## src/rtl/holy_axi_pkg.sv

```systemverilog
// Shared types for the HOLY AXI-Lite interconnect blocks.
package holy_axi_pkg;

  // Width of the AXI bresp/rresp field.
  localparam int unsigned RespW = 2;

  typedef enum logic [2:0] {
    StIdle,
    StRdAddr,
    StRdData,
    StWrXfer,
    StWrResp
  } arb_state_t;

endpackage

```

## src/rtl/holy_axi_lite_arbiter.sv

```systemverilog
// Two-requester AXI-Lite arbiter: requester 0 is the core data path, requester 1 the
// debug module. One transaction in flight at a time; round-robin on ties, reads first.
module holy_axi_lite_arbiter
  import holy_axi_pkg::*;
#(
  parameter int unsigned ADDR_W = 32,
  parameter int unsigned DATA_W = 32
) (
  input  logic                  clk,
  input  logic                  rst,
  // Requester 0
  input  logic [ADDR_W-1:0]     s0_awaddr,
  input  logic                  s0_awvalid,
  output logic                  s0_awready,
  input  logic [DATA_W-1:0]     s0_wdata,
  input  logic [DATA_W/8-1:0]   s0_wstrb,
  input  logic                  s0_wvalid,
  output logic                  s0_wready,
  output logic [RespW-1:0]      s0_bresp,
  output logic                  s0_bvalid,
  input  logic                  s0_bready,
  input  logic [ADDR_W-1:0]     s0_araddr,
  input  logic                  s0_arvalid,
  output logic                  s0_arready,
  output logic [DATA_W-1:0]     s0_rdata,
  output logic [RespW-1:0]      s0_rresp,
  output logic                  s0_rvalid,
  input  logic                  s0_rready,
  // Requester 1
  input  logic [ADDR_W-1:0]     s1_awaddr,
  input  logic                  s1_awvalid,
  output logic                  s1_awready,
  input  logic [DATA_W-1:0]     s1_wdata,
  input  logic [DATA_W/8-1:0]   s1_wstrb,
  input  logic                  s1_wvalid,
  output logic                  s1_wready,
  output logic [RespW-1:0]      s1_bresp,
  output logic                  s1_bvalid,
  input  logic                  s1_bready,
  input  logic [ADDR_W-1:0]     s1_araddr,
  input  logic                  s1_arvalid,
  output logic                  s1_arready,
  output logic [DATA_W-1:0]     s1_rdata,
  output logic [RespW-1:0]      s1_rresp,
  output logic                  s1_rvalid,
  input  logic                  s1_rready,
  // Downstream master
  output logic [ADDR_W-1:0]     m_axi_lite_awaddr,
  output logic                  m_axi_lite_awvalid,
  input  logic                  m_axi_lite_awready,
  output logic [DATA_W-1:0]     m_axi_lite_wdata,
  output logic [DATA_W/8-1:0]   m_axi_lite_wstrb,
  output logic                  m_axi_lite_wvalid,
  input  logic                  m_axi_lite_wready,
  input  logic [RespW-1:0]      m_axi_lite_bresp,
  input  logic                  m_axi_lite_bvalid,
  output logic                  m_axi_lite_bready,
  output logic [ADDR_W-1:0]     m_axi_lite_araddr,
  output logic                  m_axi_lite_arvalid,
  input  logic                  m_axi_lite_arready,
  input  logic [DATA_W-1:0]     m_axi_lite_rdata,
  input  logic [RespW-1:0]      m_axi_lite_rresp,
  input  logic                  m_axi_lite_rvalid,
  output logic                  m_axi_lite_rready,
  // Status
  output logic                  busy,
  output logic                  grant_id
);

  arb_state_t state_q, state_d;
  logic       grant_q, grant_d;
  logic       last_id_q, last_id_d;
  logic       aw_done_q, aw_done_d;
  logic       w_done_q, w_done_d;

  // Request signals of the granted requester.
  logic [ADDR_W-1:0]   g_awaddr, g_araddr;
  logic [DATA_W-1:0]   g_wdata;
  logic [DATA_W/8-1:0] g_wstrb;
  logic                g_awvalid, g_wvalid, g_bready, g_arvalid, g_rready;
  // Return signals toward the granted requester.
  logic                g_awready, g_wready, g_bvalid, g_arready, g_rvalid;
  logic [RespW-1:0]    g_bresp, g_rresp;
  logic [DATA_W-1:0]   g_rdata;

  logic cand0, cand1, pick, pick_rd;

  // State and per-transaction bookkeeping registers.
  always_ff @(posedge clk) begin
    if (rst) begin
      state_q   <= StIdle;
      grant_q   <= 1'b0;
      last_id_q <= 1'b1;
      aw_done_q <= 1'b0;
      w_done_q  <= 1'b0;
    end else begin
      state_q   <= state_d;
      grant_q   <= grant_d;
      last_id_q <= last_id_d;
      aw_done_q <= aw_done_d;
      w_done_q  <= w_done_d;
    end
  end

  // Select the granted requester's request signals.
  always_comb begin
    g_awaddr  = grant_q ? s1_awaddr  : s0_awaddr;
    g_awvalid = grant_q ? s1_awvalid : s0_awvalid;
    g_wdata   = grant_q ? s1_wdata   : s0_wdata;
    g_wstrb   = grant_q ? s1_wstrb   : s0_wstrb;
    g_wvalid  = grant_q ? s1_wvalid  : s0_wvalid;
    g_bready  = grant_q ? s1_bready  : s0_bready;
    g_araddr  = grant_q ? s1_araddr  : s0_araddr;
    g_arvalid = grant_q ? s1_arvalid : s0_arvalid;
    g_rready  = grant_q ? s1_rready  : s0_rready;
  end

  // Round-robin pick: on a tie the requester that did not finish last wins.
  always_comb begin
    cand0   = s0_arvalid | s0_awvalid;
    cand1   = s1_arvalid | s1_awvalid;
    pick    = (cand0 && cand1) ? ~last_id_q : cand1;
    pick_rd = pick ? s1_arvalid : s0_arvalid;
  end

  // Next state and phase-gated forwarding; everything idles at zero outside its phase.
  always_comb begin
    state_d   = state_q;
    grant_d   = grant_q;
    last_id_d = last_id_q;
    aw_done_d = aw_done_q;
    w_done_d  = w_done_q;

    m_axi_lite_awaddr  = '0;
    m_axi_lite_awvalid = 1'b0;
    m_axi_lite_wdata   = '0;
    m_axi_lite_wstrb   = '0;
    m_axi_lite_wvalid  = 1'b0;
    m_axi_lite_bready  = 1'b0;
    m_axi_lite_araddr  = '0;
    m_axi_lite_arvalid = 1'b0;
    m_axi_lite_rready  = 1'b0;

    g_awready = 1'b0;
    g_wready  = 1'b0;
    g_bresp   = '0;
    g_bvalid  = 1'b0;
    g_arready = 1'b0;
    g_rdata   = '0;
    g_rresp   = '0;
    g_rvalid  = 1'b0;

    case (state_q)
      StIdle: begin
        if (cand0 || cand1) begin
          grant_d = pick;
          state_d = pick_rd ? StRdAddr : StWrXfer;
        end
      end
      StRdAddr: begin
        m_axi_lite_araddr  = g_araddr;
        m_axi_lite_arvalid = g_arvalid;
        g_arready          = m_axi_lite_arready;
        if (g_arvalid && m_axi_lite_arready) state_d = StRdData;
      end
      StRdData: begin
        m_axi_lite_rready = g_rready;
        g_rdata           = m_axi_lite_rdata;
        g_rresp           = m_axi_lite_rresp;
        g_rvalid          = m_axi_lite_rvalid;
        if (m_axi_lite_rvalid && g_rready) begin
          state_d   = StIdle;
          last_id_d = grant_q;
        end
      end
      StWrXfer: begin
        // Each channel is masked once its handshake has happened, so neither repeats.
        m_axi_lite_awaddr  = g_awaddr;
        m_axi_lite_awvalid = g_awvalid & ~aw_done_q;
        g_awready          = m_axi_lite_awready & ~aw_done_q;
        m_axi_lite_wdata   = g_wdata;
        m_axi_lite_wstrb   = g_wstrb;
        m_axi_lite_wvalid  = g_wvalid & ~w_done_q;
        g_wready           = m_axi_lite_wready & ~w_done_q;
        aw_done_d = aw_done_q | (m_axi_lite_awvalid & m_axi_lite_awready);
        w_done_d  = w_done_q | (m_axi_lite_wvalid & m_axi_lite_wready);
        if (aw_done_d && w_done_d) state_d = StWrResp;
      end
      StWrResp: begin
        m_axi_lite_bready = g_bready;
        g_bresp           = m_axi_lite_bresp;
        g_bvalid          = m_axi_lite_bvalid;
        if (m_axi_lite_bvalid && g_bready) begin
          state_d   = StIdle;
          last_id_d = grant_q;
          aw_done_d = 1'b0;
          w_done_d  = 1'b0;
        end
      end
      default: state_d = StIdle;
    endcase
  end

  // Route returns to the granted requester only; the other side sees zeros.
  always_comb begin
    s0_awready = grant_q ? 1'b0 : g_awready;
    s0_wready  = grant_q ? 1'b0 : g_wready;
    s0_bresp   = grant_q ? '0   : g_bresp;
    s0_bvalid  = grant_q ? 1'b0 : g_bvalid;
    s0_arready = grant_q ? 1'b0 : g_arready;
    s0_rdata   = grant_q ? '0   : g_rdata;
    s0_rresp   = grant_q ? '0   : g_rresp;
    s0_rvalid  = grant_q ? 1'b0 : g_rvalid;
    s1_awready = grant_q ? g_awready : 1'b0;
    s1_wready  = grant_q ? g_wready  : 1'b0;
    s1_bresp   = grant_q ? g_bresp   : '0;
    s1_bvalid  = grant_q ? g_bvalid  : 1'b0;
    s1_arready = grant_q ? g_arready : 1'b0;
    s1_rdata   = grant_q ? g_rdata   : '0;
    s1_rresp   = grant_q ? g_rresp   : '0;
    s1_rvalid  = grant_q ? g_rvalid  : 1'b0;
    busy       = (state_q != StIdle);
    grant_id   = grant_q;
  end

endmodule

```

## config.mk

```make
export PLATFORM = sky130hd
export DESIGN_NAME = holy_axi_lite_arbiter
export DESIGN_NICKNAME = d
export VERILOG_FILES = /design/src/rtl/holy_axi_pkg.sv /design/src/rtl/holy_axi_lite_arbiter.sv
export SDC_FILE = /design/constraint.sdc
export NUM_CORES = 1
export LEC_CHECK = 0
export BUFFER_PORTS_ARGS = -buffer_cell sky130_fd_sc_hd__buf_2
export CORE_AREA = 2 2 171 173
export DETAILED_ROUTE_END_ITERATION = 7
export DIE_AREA = 0 0 173 175
export PLACE_DENSITY = 0.38
export SLEW_MARGIN = 25
export SYNTH_ARGS = -nofsm -noshare
export SYNTH_HDL_FRONTEND = slang
export SYNTH_SLANG_ARGS = --single-unit
```

## constraint.sdc

```tcl
create_clock -name clk -period 2.1 [get_ports clk]
set_clock_uncertainty 0.1 [all_clocks]
set_input_delay 0.105 -clock clk [delete_from_list [all_inputs] [get_ports clk]]
set_output_delay 0.105 -clock clk [all_outputs]
set_load 0.02 [all_outputs]
```

### After elaboration in Yosys (flattened, before gate mapping)

Index checks and enable logic that the tools add are counted.

| operators by class | value |
|---|---|
| $add $sub $neg | 0 |
| multipliers | 0 |
| divide/modulo/power cells | 0 |
| order comparisons | 0 |
| equal/unequal tests | 9 |
| shift-type cells | 0 |
| muxes and demuxes | 57 |
| bitwise gates (word level) | 13 |
| reductions and logical operators | 14 |

Operators by type and width:

| kind | number |
|---|---|
| $mux W32 | 9 |
| $mux W1 | 30 |
| $mux W3 | 5 |
| $pmux W3 S5 | 1 |
| $mux W2 | 7 |
| $ne A2 B2 Y1 const B | 5 |
| $mux W4 | 2 |
| $and A1 B1 Y1 | 6 |
| $eq A3 B2 Y1 const B | 2 |
| $pmux W1 S2 | 3 |
| $logic_and A1 B1 Y1 | 5 |
| $reduce_and A5 Y1 | 1 |
| $or A1 B1 Y1 | 4 |
| $reduce_and A2 Y1 | 2 |
| $reduce_bool A2 Y1 | 2 |
| $eq A3 B1 Y1 const B | 1 |
| $eq A3 B3 Y1 const B | 1 |
| $logic_not A3 Y1 | 1 |
| $not A1 Y1 | 3 |
| $reduce_and A3 Y1 | 1 |
| $reduce_bool A3 Y1 | 1 |
| $logic_or A1 B1 Y1 | 1 |

| word-level totals | value |
|---|---|
| register bits after elaboration | 7 |
| latch bits | 0 |
| RAM bits | 0 |
| memory bits (read-only) | 0 |
| output and inout bits | 189 |
| word-level logic and storage cells | 98 |
| memories kept | 0 |

### Longest topological paths before layout

| logic depth | value |
|---|---|
| word-level depth | 7 |
| depth in mapped cells | 7 |

### Worst setup path after synthesis

OpenSTA, ideal clock, no wires.

| timing path | value |
|---|---|
| kind | reg2reg |
| start point | register grant_q, in the netlist grant_id |
| end point | register state_q[2] |
| library setup time | 0.137 ns |
| arrival | 1.675 ns |
| required time | 1.863 ns |
| slack | 0.187 ns |
| cell stages (with the launch flop) | 7 |
| period minus slack after synthesis | 1.913 ns |
| path through | dfxtp_1 > buf_2 > mux2_2 > a2111oi_4 > nor4_4 > a21oi_1 > a211oi_1 |

| on the way | value |
|---|---|
| word-level cells in the longest chain between the ends | 7 |
| elaborated cells between the ends (all ways) | 20 |

Ends and longest elaborated chain:

| item | line | source |
|---|---|---|
| from (decl) | holy_axi_lite_arbiter.sv:71 | `logic grant_q, grant_d;` |
| from (signal assigned) | holy_axi_lite_arbiter.sv:98 | `grant_q <= grant_d;` |
| $mux W1, on equally long branches | holy_axi_lite_arbiter.sv:108, holy_axi_lite_arbiter.sv:111 |  |
| $and A1 B1 Y1, on equally long branches | holy_axi_lite_arbiter.sv:179, holy_axi_lite_arbiter.sv:183 |  |
| $and A1 B1 Y1, on equally long branches | holy_axi_lite_arbiter.sv:185, holy_axi_lite_arbiter.sv:186 |  |
| $or A1 B1 Y1, on equally long branches | holy_axi_lite_arbiter.sv:185, holy_axi_lite_arbiter.sv:186 |  |
| $logic_and A1 B1 Y1 | holy_axi_lite_arbiter.sv:187 | `if (aw_done_d && w_done_d) state_d = StWrResp;` |
| $ne A2 B2 Y1 (no line) | -- |  |
| $reduce_and A5 Y1 (no line) * | -- |  |
| to (signal assigned) | holy_axi_lite_arbiter.sv:91 | `state_q <= StIdle;` |
| to (signal assigned) | holy_axi_lite_arbiter.sv:97 | `state_q <= state_d;` |
| to (decl) | holy_axi_lite_arbiter.sv:70 | `arb_state_t state_q, state_d;` |

Every way passes the cells marked *; elsewhere a longest branch is shown, timed or not.
A chain may end at the register's enable or synchronous reset.

### Worst setup path after layout

| timing path | value |
|---|---|
| start point | register state_q[1] |
| end point | output port s1_rresp[1] |

| on the way | value |
|---|---|
| word-level cells in the longest chain between the ends | 3 |

Ends and longest elaborated chain:

| item | line | source |
|---|---|---|
| $eq A3 B2 Y1 | holy_axi_lite_arbiter.sv:153 | `case (state_q)` |
| $mux W2 | holy_axi_lite_arbiter.sv:153 |  |
| $mux W2 | holy_axi_lite_arbiter.sv:220 | `s1_rresp = grant_q ? g_rresp : '0;` |
| to (decl) | holy_axi_lite_arbiter.sv:44 | `output logic [RespW-1:0] s1_rresp,` |

Every way passes these cells.

==> flow_summary.yaml <==
setup_path:
  path_cells: "inv_1 -> nor3_2 -> buf_12 -> and3_1 -> buf_2"
  timing.rr.end: "state_q[2]$_SDFFE_PP0P_"
  worstPathArrival_ns: 1.76
  cp_slowest_cell: "dfxtp_1"
  max_stage_delay_ns: 0.44
  critPathKind: "flop to primary output"
  critPathRequiredTime_ns: 1.89
  worst-path-max-fanout: 63
  crit_family: "buffers and inverters"
  r2r_cells: 5
  rrSetupSlack_ns: 0.23
  cp-start-kind: "flop"
  path_buf_inv: 3
  endpoint_kind: "primary output"
  regToRegStartpoint: "grant_id$_SDFFE_PP0P_"
logic_synthesis:
  synthesis.nets: 646
  ys_ff_latch: 7
  synthTopCellsByArea: "mux2i_1 39%, and3_1 19%, nor2_1 16%"
  synth-edff-count: 0
  syn-mean-instance-area_um2: 6.708
  async_flop_share: 0
  netlist_area_um2: 2636
  ys_warn_count: 0
  synth_top_area_cell: "mux2i_1"
  synth_common_cells: "111 x nor2_1, 102 x mux2i_1, 80 x and3_1"
  synth_cells: 393
  synth_top_area_share: 0.3873
  yosysMostFrequentCell: "nor2_1"
  ys.flop_type: "dfxtp_1"
  seq_area_frac_synth: 0.05316
  ys_types: 35
layout:
  nFillCells: 3342
  final_util: 0.1913
  regArea_um2: 143.9
  nets: 1063
  multi_input_area_um2: 2315
  syn_to_final_growth_pct: 106.0
  drive_gt1_frac: 0.5810
  final_cells: 1194
power_and_ir_drop:
  power.density_nw_per_um2: 677.0
  finalPower_mw: 3.677
  p_leak_nw: 3.238
  peakVddDrop_mv: 0.2824
global_route:
  grt_overflow: 0
  grt_max_degree: 64
  grt_pass1_wl_um: 25030
  track_usage: 0.1061
  antenna_found_initial: 2
  grt_pass1_vias: 4197
route:
  vias: 4412
  drc_errors: 0
  drtIter0Drc: 94
  routedWlPerCell_um: 14.98
  ant_nets: 0
  dr.pass1.iters: 6
  via_per_inst: 3.695
  routed_wl_um: 17880
clock_network:
  numCtsBuffers: 3
  clockBufferDepth: 2
  tritoncts: "done"
  cts-resized-gates: 0
  post_cts_buffers: 0
  ctsHoldBuffers: 0
  clk_pin_slew_worst_paths_ns: 0.04
  cts-root-buf: "clkbuf_16"
  cts_sinks: 7
  clk_latency_ns: 0.23
  cts_max_level: 1
status:
  outcome: "finished, final reports clean"
timing:
  period_minus_slack_ns: 1.965
  grt_setup_unrepaired: "false"
  timing.fmax_mhz: 509.0
  period_share: 0.9356
  holdWs_ns: 0.06328
  relSlewSlack: 0.7340
  fin_setup_tns_ns: 0
  maxSlewViolCount: 0
  setup_viol_count_final: 0
  finalHoldViolCount: 0
  worst_slew_pin_slew_ns: 0.3990
die:
  rows: 62
  fp.dieW_um: 173
  dieArea_um2: 30280
  start_util: 0.09285
  die_h_um: 175
  ioPinCount: 442
  core_um2: 28390
min_path:
  min_path_cells: 2
  worstHoldStart: "rst"
  hold_class: "input port to flop"
  holdPathEnd: "grant_id$_SDFFE_PP0P_"
placement:
  hpwl_um: 15280
  place_inst: 1188
  io_buffers: 441
  gp_congestion: 0.7933
run:
  cap_violations: 0
## routing by layer
metal | GRT usage | share of wire | vias up
met5 | 0 | 0 | -
met4 | 0.03037 | 0.023 | 0
met3 | 0.01762 | 0.073 | 21
met2 | 0.1953 | 0.50 | 284
met1 | 0.1259 | 0.40 | 1903
li1 | - | - | 2204
## layout by cell type, fill, tap and decap left out, drive strengths merged, types with 4 or more instances in the layout
| cell | n |
|---|---|
| dfxtp | 7 |
| clkbuf | 5 |
| mux2i | 102 |
| mux2 | 4 |
| and2 | 4 |
| nor3 | 5 |
| a21oi | 6 |
| buf | 454 |
| and3 | 80 |
| nor2 | 111 |
## logic make-up (layout without fill, tap and decap cells)
family	Yosys count	after routing	share of synthesized area
AO/OA/AOI/OAI	18	18	0.05459
buffers and inverters	46	462	0.07356
flip-flops	7	7	0.05315
multiplexers	106	106	0.4044
other	0	1	0
AND/OR/NAND/NOR	216	216	0.4143
## per-stage QoR
step / area (um2) / setup slack [ns]
6_report: 5431 / 0.1352
5_1_grt: 5431 / 0.002351
2_1_floorplan: 2636 / 0.1872
3_5_place_dp: 5318 / 0.2559
4_1_cts: 5396 / 0.07111
3_3_place_gp: 5318 / 0.2778
## flip-flops by register name, indices dropped and copies added, names as in the netlist
register,count
grant_id,1
last_id_q,1
state_q,3
w_done_q,1
aw_done_q,1
## worst max-delay path by stage
stage / startpoint / endpoint / slack [ns] / cells past startpoint
3_3_place_gp: grant_id$_SDFFE_PP0P_ / state_q[2]$_SDFFE_PP0P_ / 0.28 / 5
5_1_grt: state_q[1]$_SDFFE_PP0P_ / s1_rdata[5] / 0.002 / 5
3_5_place_dp: grant_id$_SDFFE_PP0P_ / state_q[2]$_SDFFE_PP0P_ / 0.26 / 5
4_1_cts: grant_id$_SDFFE_PP0P_ / m_axi_lite_wdata[25] / 0.07 / 5
2_1_floorplan: grant_id$_SDFFE_PP0P_ / state_q[2]$_SDFFE_PP0P_ / 0.19 / 6
6_report: state_q[1]$_SDFFE_PP0P_ / s1_rresp[1] / 0.14 / 5
## where the power goes
part	switching (mW)	internal, mW	leakage, nW
Combinational	1.92	1.21	3.14
Sequential	0.0569	0.164	0.0579
Clock	0.0745	0.253	0.0382
## layout make-up
cell class / instances / share of cell area
clock buffers: 4 / 0.01451
well taps: 384 / 0.08846
multi-input cells: 340 / 0.4262
diodes: 1 / 0.0004607
flip-flops and latches: 7 / 0.02649
inverters: 3 / 0.002073
repair buffers: 455 / 0.4418
Power figures use the tool's default switching activity.
